### config.mk
export PLATFORM = sky130hd
export DESIGN_NAME = phys_free_list
export DESIGN_NICKNAME = d
export VERILOG_FILES = /design/src/rtl/phys_free_list_pkg.sv /design/src/rtl/phys_free_list.sv
export SDC_FILE = /design/constraint.sdc
export NUM_CORES = 1
export LEC_CHECK = 0
export CAP_MARGIN = 10
export CORE_ASPECT_RATIO = 2
export CORE_MARGIN = 8
export CORE_UTILIZATION = 50
export CTS_CLUSTER_DIAMETER = 50
export DETAILED_ROUTE_END_ITERATION = 16
export PLACE_DENSITY = 0.66
export SKIP_LAST_GASP = 1
export SLEW_MARGIN = 15
export SYNTH_ARGS = -nofsm -noshare
export SYNTH_HDL_FRONTEND = slang
export SYNTH_SLANG_ARGS = --single-unit
export TNS_END_PERCENT = 5
### constraint.sdc
create_clock -name clk -period 8.95 [get_ports clk]
set_input_delay 2.2375 -clock clk [delete_from_list [all_inputs] [get_ports clk]]
set_output_delay 2.2375 -clock clk [all_outputs]
set_load 0.1 [all_outputs]
### src/rtl/phys_free_list_pkg.sv
// Shared physical-register definitions used by rename, dispatch, complete and the free list.
package phys_free_list_pkg;

  localparam int NUM_PREGS = 64;
  localparam int NUM_AREGS = 32;
  localparam int PREG_W    = 6;

  typedef logic [PREG_W-1:0] preg_t;

  // Number of asserted bits in a two-lane request/accept pair.
  function automatic logic [1:0] pair_count(input logic a, input logic b);
    return {1'b0, a} + {1'b0, b};
  endfunction

endpackage

### src/rtl/phys_free_list.sv
// Circular FIFO of free physical register indices: two show-ahead allocations
// and two returns per cycle, allocation order equal to free order.
module phys_free_list
  import phys_free_list_pkg::*;
#(
  parameter int NUM_PREGS = phys_free_list_pkg::NUM_PREGS,
  parameter int NUM_AREGS = phys_free_list_pkg::NUM_AREGS,
  parameter int PREG_W    = phys_free_list_pkg::PREG_W
) (
  input  logic              clk,
  input  logic              rst_n,
  input  logic              alloc_req_1,
  input  logic              alloc_req_2,
  output logic              alloc_grant,
  output logic [PREG_W-1:0] alloc_preg_1,
  output logic [PREG_W-1:0] alloc_preg_2,
  input  logic              free_flag_1,
  input  logic [PREG_W-1:0] free_preg_1,
  input  logic              free_flag_2,
  input  logic [PREG_W-1:0] free_preg_2,
  output logic [PREG_W:0]   free_count,
  output logic              empty,
  output logic              overflow_err
);

  logic [PREG_W-1:0] list [NUM_PREGS];
  logic [PREG_W-1:0] head;
  logic [PREG_W-1:0] tail;
  logic [PREG_W:0]   count;

  logic [1:0]        n_req;
  logic [1:0]        n_alloc;
  logic [1:0]        n_free;
  logic [PREG_W-1:0] head_plus1;
  logic [PREG_W-1:0] tail_wr2;
  logic [PREG_W+1:0] room;
  logic              dup;
  logic              acc_1;
  logic              acc_2;
  logic              drop;

  // Allocation is judged only against the registered count: frees landing
  // this edge are never visible to this cycle's requests.
  assign n_req        = pair_count(alloc_req_1, alloc_req_2);
  assign alloc_grant  = count >= {{(PREG_W-1){1'b0}}, n_req};
  assign n_alloc      = alloc_grant ? n_req : 2'd0;
  assign head_plus1   = head + PREG_W'(1);
  assign alloc_preg_1 = list[head];
  assign alloc_preg_2 = alloc_req_1 ? list[head_plus1] : list[head];

  // Capacity left once this cycle's granted allocations have drained.
  assign room  = (PREG_W+2)'(NUM_PREGS)
               - ({1'b0, count} - {{PREG_W{1'b0}}, n_alloc});
  assign dup   = free_flag_1 && free_flag_2 && (free_preg_1 == free_preg_2);
  assign acc_1 = free_flag_1 && (room != '0);
  assign acc_2 = free_flag_2 && !dup && (room > {{(PREG_W+1){1'b0}}, acc_1});
  assign drop  = (free_flag_1 && !acc_1) || (free_flag_2 && !acc_2);

  assign n_free   = pair_count(acc_1, acc_2);
  assign tail_wr2 = acc_1 ? tail + PREG_W'(1) : tail;

  always_ff @(posedge clk or negedge rst_n) begin
    if (!rst_n) begin
      head         <= '0;
      tail         <= PREG_W'(NUM_AREGS);
      count        <= (PREG_W+1)'(NUM_AREGS);
      overflow_err <= 1'b0;
    end else begin
      head  <= head + {{(PREG_W-2){1'b0}}, n_alloc};
      tail  <= tail + {{(PREG_W-2){1'b0}}, n_free};
      count <= count - {{(PREG_W-1){1'b0}}, n_alloc}
                     + {{(PREG_W-1){1'b0}}, n_free};
      if (drop) begin
        overflow_err <= 1'b1;
      end
    end
  end

  // Upper registers start free; the lower ones back the reset RAT mapping.
  always_ff @(posedge clk or negedge rst_n) begin
    if (!rst_n) begin
      for (int i = 0; i < NUM_PREGS; i++) begin
        list[i] <= (i < NUM_AREGS) ? PREG_W'(NUM_AREGS + i) : '0;
      end
    end else begin
      if (acc_1) begin
        list[tail] <= free_preg_1;
      end
      if (acc_2) begin
        list[tail_wr2] <= free_preg_2;
      end
    end
  end

  assign free_count = count;
  assign empty      = (count == '0);

endmodule

**Word level (Yosys, flattened, before mapping)**

Index checks and enable logic that the tools add are counted.
Widths: inputs -> output; s select.

- Latch bits: 0
- ROM bits: 0
- Bits in writable memories: 0
- Bits of input ports: 18
- Logic and storage cells: 123
- Memories: 0
- Bits in registers: 404

- Bitwise gates (word level): 4
- Divide/modulo/power cells: 0
- Multiply operators: 0
- Multiplexer cells: 17
- $lt $le $gt $ge: 8
- Equal/unequal tests: 1
- Shift-type cells: 0
- $add $sub $neg: 10
- Reductions and logical operators: 15

Operators by type and width:

| operator | number |
|---|---|
| $bwmux 384 | 2 |
| $mux 384 | 2 |
| $bmux 6 s6 | 2 |
| $demux 6 s6 | 2 |
| $mux 6 | 8 |
| $ge 7x7->1 const B | 4 |
| $not 6->7 | 4 |
| $lt 7x1->1 const B | 2 |
| $add 6x1->6 const B | 2 |
| $add 6x2->6 | 2 |
| $logic_and 1x1->1 | 9 |
| $gt 8x1->1 | 1 |
| $reduce_bool 8->1 | 1 |
| $sub 7x2->8 | 1 |
| $sub 7x8->8 const A | 1 |
| $add 7x2->7 | 1 |
| $ge 7x2->1 | 1 |
| $logic_not 7->1 | 1 |
| $sub 7x2->7 | 1 |
| $eq 6x6->1 | 1 |
| $add 1x1->2 | 2 |
| $logic_not 1->1 | 3 |
| $mux 2 | 1 |
| $logic_or 1x1->1 | 1 |

**Logic depth before layout (Yosys ltp)**

Gate-level depths: netlist of the first run.

- Depth in word-level cells: 15
- Depth in mapped cells: 36
- Gate-level depth less buffers: 35

**Worst setup path after synthesis of the first run**

OpenSTA, ideal clock, no wires.

- Path type: input to register
- From: input alloc_req_1
- To: register count[6] (netlist: free_count[6])
- Buffers on the path: 1
- Arrival time: 8909 ps
- Library setup time: 80 ps
- Setup slack: -39 ps
- Required time: 8870 ps
- Cell stages on the path: 34
- Cell sequence: ha_1 -> ha_1 -> nand2_1 -> o31ai_1 -> a21oi_1 -> inv_1 -> nand2_1 -> ha_1 -> fa_1 -> nor2_1 -> or4b_1 -> a311o_1 -> o31ai_4 -> inv_2 -> buf_6 -> ha_1 -> or2_2 -> a41o_1 -> inv_1 -> ha_1 -> inv_1 -> ha_1 -> inv_1 -> ha_1 -> inv_1 -> fa_1 -> inv_1 -> a21oi_1 -> nor2_1 -> nor2_1 -> nor2_1 -> nor2_1 -> o21bai_1 -> xnor2_1

- Word-level cells in the longest chain between the ends: 11
- Elaborated cells between the ends (all ways): 12
- Classes of those cells: 6 x add/sub; 2 x order compare; 1 x mux; 3 x reduce/logical

Ends and longest elaborated chain:

| what | line | RTL |
|---|---|---|
| from (decl) | phys_free_list.sv:12 | `input logic alloc_req_1,` |
| $add 1x1->2 (*) | phys_free_list_pkg.sv:12 | `return {1'b0, a} + {1'b0, b};` |
| $ge 7x2->1 (*) | phys_free_list.sv:45 | `assign alloc_grant = count >= {{(PREG_W-1){1'b0}}, n_req};` |
| via alloc_grant | phys_free_list.sv:14 | `output logic alloc_grant,` |
| $mux 2 (*) | phys_free_list.sv:46 | `assign n_alloc = alloc_grant ? n_req : 2'd0;` |
| $sub 7x2->8 | phys_free_list.sv:53 | `- ({1'b0, count} - {{PREG_W{1'b0}}, n_alloc});` |
| $sub 7x8->8 | phys_free_list.sv:53 |  |
| $reduce_bool 8->1 | phys_free_list.sv:55 | `assign acc_1 = free_flag_1 && (room != '0);` |
| $logic_and 1x1->1 | phys_free_list.sv:55 |  |
| $gt 8x1->1 | phys_free_list.sv:56 | `assign acc_2 = free_flag_2 && !dup && (room > {{(PREG_W+1){1'b0}}, acc_1});` |
| $logic_and 1x1->1 | phys_free_list.sv:56 |  |
| $add 1x1->2 | phys_free_list_pkg.sv:12 |  |
| $add 7x2->7 (*) | phys_free_list.sv:72 | `+ {{(PREG_W-1){1'b0}}, n_free};` |
| to (signal assigned) | phys_free_list.sv:66 | `count <= (PREG_W+1)'(NUM_AREGS);` |
| to (signal assigned) | phys_free_list.sv:71 | `count <= count - {{(PREG_W-1){1'b0}}, n_alloc}` |
| to (decl) | phys_free_list.sv:29 | `logic [PREG_W:0] count;` |

The timed path passes the listed nets; every way through them passes the cells marked *.
A chain may end at the register's enable or synchronous reset.

**Worst setup path in the final report of the first run**

- From: input alloc_req_1
- To: register count[6] (netlist: free_count[6])

- Word-level cells in the longest chain between the ends: 11
- Elaborated cells between the ends (all ways): 12
- Classes of those cells: 6 x add/sub; 2 x order compare; 1 x mux; 3 x reduce/logical

Ends and longest elaborated chain:

| what | line |
|---|---|
| $add 1x1->2 (*) | phys_free_list_pkg.sv:12 |
| $ge 7x2->1 | phys_free_list.sv:45 |
| $mux 2 (*) | phys_free_list.sv:46 |
| $sub 7x2->8 | phys_free_list.sv:53 |
| $sub 7x8->8 | phys_free_list.sv:53 |
| $reduce_bool 8->1 | phys_free_list.sv:55 |
| $logic_and 1x1->1 | phys_free_list.sv:55 |
| $gt 8x1->1 | phys_free_list.sv:56 |
| $logic_and 1x1->1 | phys_free_list.sv:56 |
| $add 1x1->2 | phys_free_list_pkg.sv:12 |
| $add 7x2->7 (*) | phys_free_list.sv:72 |

Mark *: on every way between the ends. The rest lies on a longest branch, timed or not.

==> impl_metrics.yaml, run 1 <==
synthesis:
  syn_avg_cell_area_um2: 13.6
  synth_edf_count: 0
  synth_top_area_cell: "dfrtp_1"
  ys_ff_latch: 404
  synthCells: 2042
  postSynthNetCount: 2092
  synthTopCellsByArea: "dfrtp_1 26%, mux2_2 26%, mux4_2 20%"
  synth.top_cell.area_share_pct: 26.1
  synth-seq-area-share_pct: 36.9
  syn_area_um2: 27800
  yosysWarnings: 0
  async_reset_ff_share_pct: 100
  synth_common_cells: "639 x mux2_2, 290 x dfrtp_1, 252 x mux4_2, 145 x clkbuf_1, 114 x dfstp_2"
  synth_ff_type: "dfrtp_1"
  yosysMostFrequentCell: "mux2_2"
  ys_types: 59
sta:
  finalCritPeriodShare_pct: 93.5
  timing.hold.ws_ps: 502
  drv_slew: 0
  worstMarginPinSlew_ps: 1070
  skew_ps: 36.0
  finalSetupViolCount: 0
  rsz0062_at_grt: "no"
  layout_min_cycle_time_ps: 8370
  fin_tns_setup_ps: 0
  slew_headroom_pct: 28.6
  fmax_ghz: 0.119
  finalHoldViolations: 0
clock_tree:
  cts_root_buf: "clkbuf_16"
  cts_buffer_depth: 3
  cts_buffers: 42
  insertion_delay_ps: 580
  numClockSinks: 404
  clkTransAtPathRegs_ps: 70
  cts_max_level: 2
  cts_tree: "yes"
  postCtsSetupRepairBufs: 0
  hold_buffers: 0
  cts_resized: 0
cells_and_area:
  fin_nets: 2041
  fin_util_pct: 54.9
  stdcell_area_um2: 30200
  drive_gt1_share_pct: 58.8
  syn2layout_area_growth_pct: 8.94
  fill_cells: 4509
  multi_input_area_um2: 16700
  regArea_um2: 10300
worst_setup_path:
  r2r-start: "free_count[3]"
  cpPeakStageDelay_ps: 520
  r2r_slack_ps: 2400
  critPathCaptureType: "register"
  r2r.worst_path.cells: 33
  path_buf_inv: 10
  critical_path.max_fanout: 3
  r2r_end: "free_count[6]"
  startpoint_type: "primary input"
  critPathRequiredTime_ps: 9410
  timing.critical_path.slowest_stage_cell: "clkdlybuf4s50_1"
  arrival_ps: 8830
  critical_path_class: "primary input to register"
  critical_path.top_delay_family: "adder cells"
placement:
  hpwl_um: 62800
  gp_congestion: 0.961
  post_dp_cell_area_um2: 28900
  io_buffers: 39
floorplanning:
  fp.dieH_um: 349
  start_util_pct: 50.4
  row_count: 122
  die_area_um2: 63800
  core_area_um2: 55100
  die_x_um: 183
  pin_count: 40
global_route:
  grt_pass1_wl_um: 139000
  grt_overflow: 0
  grt.total_usage_pct: 29.7
  grt_antenna_before_repair: 1
  grt_max_degree: 148
  grt_pass1_vias: 20406
min_path:
  min-delay-path-class: "register to register"
  min_to: "overflow_err"
  min_from: "overflow_err"
  holdPathStages: 1
route:
  via_count: 19225
  dr.first_iter.drc_count: 1742
  drt-met1-wl_um: 30800
  via_per_inst: 6.94
  antenna_left: 0
  wl_met3_um: 5730
  wire_per_inst_um: 33.9
  wl_met2_um: 48600
  routed.top_layer: "met4"
  dr.pass1.iters: 8
  drt_wl_total_um: 93800
  drcViolationCount: 0
power:
  p_per_area_nw_per_um2: 438
  power_mw: 13.3
  ir_worst_vdd_mv: 0.938
  p_leak_nw: 12.4
run:
  maxCapViolCount: 0
outcome:
  outcome: "completed"
flip-flops by register name, indices dropped and copies added (netlist names):
register,flops
free_count,7
head,6
list,384
overflow_err,1
tail,6
worst reg2reg max path, delay by kind of cell (launching register included):
kind                       cells  cell delay [ps]
buffers and inverters          8              730
and+or+nand+nor                9             1370
adders and majority gates      8             2290
AOI/OAI and AO/OA              7             1470
xor gates and xnor gates       1              160
DFF                            1              440
worst max-delay path by stage:
stage / endpoint / depth (start not counted) / from / slack [ps]
floorplan: free_count[6] / 36 / alloc_req_1 / 6
global placement: free_count[6] / 36 / alloc_req_1 / 180
detailed placement: free_count[6] / 36 / alloc_req_1 / 40
CTS: free_count[6] / 36 / alloc_req_1 / 580
global route: free_count[6] / 36 / alloc_req_1 / 60
finish: free_count[6] / 36 / alloc_req_1 / 580
routing by layer:
layer | vias to the layer above | global-route usage, %
li1 | 7772 | -
met1 | 10145 | 31.5
met2 | 954 | 52.1
met3 | 354 | 4.51
met4 | 0 | 22.9
met5 | - | 0
cells in the final DEF, fill, tap and decap left out, types with 3 or more instances in the layout:
cell type	netlist	final
clkbuf_8	0	10
clkdlybuf4s50_1	0	26
and2_1	4	3
nand3_1	20	20
dfstp_2	114	114
a21oi_1	14	14
inv_1	27	26
nor3_2	2	4
nor2_4	4	4
o21ai_0	61	61
nor4_4	7	7
xnor2_1	14	13
nand2_1	57	57
mux2_1	5	5
buf_4	0	55
mux2_2	639	639
and3_1	18	18
o21ai_2	5	5
nor3_1	21	18
ha_1	27	26
clkinv_2	0	4
xor2_1	13	12
or2_2	9	9
clkinvlp_4	0	3
clkbuf_1	145	13
clkbuf_16	0	44
or3_1	8	8
nor2_1	52	52
mux4_2	252	252
nor3b_4	3	3
nand2b_1	4	4
buf_2	21	12
buf_12	0	6
nor2b_1	5	5
dfrtp_1	290	287
fa_1	5	5
nand3b_1	7	7
nand4_1	63	63
mux2i_1	68	68
metrics by stage:
stage          worst slack, ps  cells
2_1_floorplan             5.59   2042
3_3_place_gp               175   2691
3_5_place_dp              35.0   2691
4_1_cts                    576   2768
5_1_grt                   56.8   2768
6_report                   582   2769
kinds of logic after synthesis:
family / synth area share (%)
compound gates: 2.01
xor+xnor: 0.852
fa+ha+maj: 1.58
buf+inv: 3.14
flops: 36.9
mux: 49.2
simple gates: 6.33
report_power, final:
| group | total (mW) | switching [mW] | internal [mW] |
|---|---|---|---|
| sequential | 3.56 | 0.776 | 2.78 |
| clock | 1.82 | 0.796 | 1.02 |
| combinational | 7.88 | 4.24 | 3.64 |
| total | 13.3 | 5.81 | 7.44 |
cell type report:
cell class                 instances  area share [%]
antenna                            1         0.00827
clock buffer                      67            4.26
clock inverter                    10           0.310
inverter                          28           0.360
multi-input combinational       1415            55.2
sequential                       404            33.9
tap                              744            3.08
timing repair buffer             100            2.87
Note: power is estimated with default switching activity, not from simulation.
==> inputs of run 2 (changes only) <==
Clock period 8.95 ns to 8.2 ns, I/O delays scaled along.
==> impl_metrics.yaml, run 2 (synthesis gave the netlist of run 1 again) <==
worst_setup_path:
  r2r_end: "free_count[6]"
  r2r_slack_ps: 1960
  crit_path_start: "alloc_req_1"
  critPathCaptureType: "register"
  cpPeakStageDelay_ps: 550
  cpMostUsedCell: "nor2_1"
  timing.critical_path.slowest_stage_cell: "clkdlybuf4s50_1"
  critical_path.max_fanout: 3
  startpoint_type: "primary input"
  arrival_ps: 8230
  critical_path_class: "primary input to register"
  r2r-start: "free_count[3]"
  crit_end: "free_count[6]"
  critPathRequiredTime_ps: 8710
  r2r.worst_path.cells: 33
clock_tree:
  cts_max_level: 2
  numClockSinks: 404
  insertion_delay_ps: 590
  cts_buffer_depth: 3
  postCtsSetupRepairBufs: 0
  cts_buffers: 40
  hold_buffers: 0
  cts_tree: "yes"
  cts_resized: 0
  clkTransAtPathRegs_ps: 70
  cts_root_buf: "clkbuf_16"
global_route:
  grt_pass1_wl_um: 139000
  grt_antenna_before_repair: 4
  grt_overflow: 0
  grt_use_met2_pct: 50.5
  grt_max_degree: 152
  met3_usage_pct: 4.57
  top_usage_layer: "met2"
  grt_util_met1_pct: 32.9
  grt_pass1_vias: 19925
  grt.total_usage_pct: 29.4
route:
  dr.first_iter.drc_count: 1915
  via_count: 19173
  drt_wl_total_um: 92600
  via_per_inst: 6.89
  antenna_left: 0
  dr.pass1.iters: 6
  drcViolationCount: 0
  wire_per_inst_um: 33.3
power:
  p_per_area_nw_per_um2: 478
  p_leak_nw: 12.5
  ir_worst_vdd_mv: 0.952
sta:
  worstMarginPinSlew_ps: 1020
  layout_min_cycle_time_ps: 7730
  slew_headroom_pct: 32.0
  finalCritPeriodShare_pct: 94.2
  skew_ps: 28.6
  fmax_ghz: 0.129
  rsz0062_at_grt: "no"
  drv_slew: 0
  finalHoldViolations: 0
  finalSetupViolCount: 0
floorplanning:
  row_count: 122
  pin_count: 40
  die_x_um: 183
  start_util_pct: 50.4
  fp.dieH_um: 349
  die_area_um2: 63800
  core_area_um2: 55100
placement:
  gp_congestion: 0.931
  io_buffers: 39
  dp_cells: 2706
  post_dp_cell_area_um2: 29000
  hpwl_um: 62500
cells_and_area:
  fin_nets: 2054
  multi_input_area_um2: 16800
  syn2layout_area_growth_pct: 9.59
  regArea_um2: 10300
  drive_gt1_share_pct: 60.7
  fill_cells: 4508
  regMostFlops: "list"
  stdcell_area_um2: 30400
  largest_reg_flops: 384
  final_cells: 2781
  mostFrequentLayoutCells: "639 x mux2_2, 287 x dfrtp_1, 252 x mux4_2, 114 x dfstp_2, 79 x buf_4"
  layout_commonest_cell: "mux2_2"
outcome:
  outcome: "completed"
min_path:
  min_from: "overflow_err"
  min-delay-path-class: "register to register"
run:
  maxCapViolCount: 0
==> run 2: cell types whose count changed in the layout (fill, tap and decap cells not counted), sizes merged <==
cell	delta
clkbuf	-11
clkinv	+5
buf	+22
bufinv	+3
clkdlybuf4s50	-7
==> run 2: area by class of cell <==
class,count,area share [%]
Tap cell,744,3.06
Clock buffer,56,3.85
Sequential cell,404,33.7
Timing Repair Buffer,115,3.08
Inverter,28,0.366
Multi-Input combinational cell,1415,55.2
Antenna cell,1,0.00822
Clock inverter,18,0.691
==> run 2: how the worst min path moves through the flow <==
stage | cells past startpoint | endpoint
floorplan | 1 | head[0]
global placement | 1 | overflow_err
detailed placement | 1 | overflow_err
CTS | 1 | overflow_err
global route | 1 | overflow_err
finish | 1 | overflow_err
==> run 2: per-layer routing <==
layer	share of wire, %	vias up
li1	-	7803
met5	0.031	-
met1	34	10119
met3	6.4	345
met2	51	902
met4	8.6	4
==> run 2: through the flow <==
step           power [mW]  setup TNS [ps]  worst slack [ps]  hold WS, ps  utilization (%)
6_report             14.5               0               474          525             55.2
5_1_grt              15.1               0               185          541             55.2
4_1_cts              14.4               0               488          526             55.2
3_5_place_dp         12.4           -75.2             -75.2          501             52.7
3_3_place_gp         12.2               0              53.0          513             52.7
2_1_floorplan        9.79               0              1.21          505                -
==> run 2: power breakdown <==
part | total, mW | internal [mW] | switching [mW]
sequential | 4.00 | 3.04 | 0.965
clock | 1.99 | 1.13 | 0.855
combinational | 8.55 | 4.00 | 4.54
==> run 2: critical path, delay by kind of cell <==
kind | cells | cell delay [ps]
compound gates | 7 | 1420
fa+ha+maj | 9 | 2250
buf+inv | 8 | 1040
simple gates | 9 | 1360
xor+xnor | 1 | 130
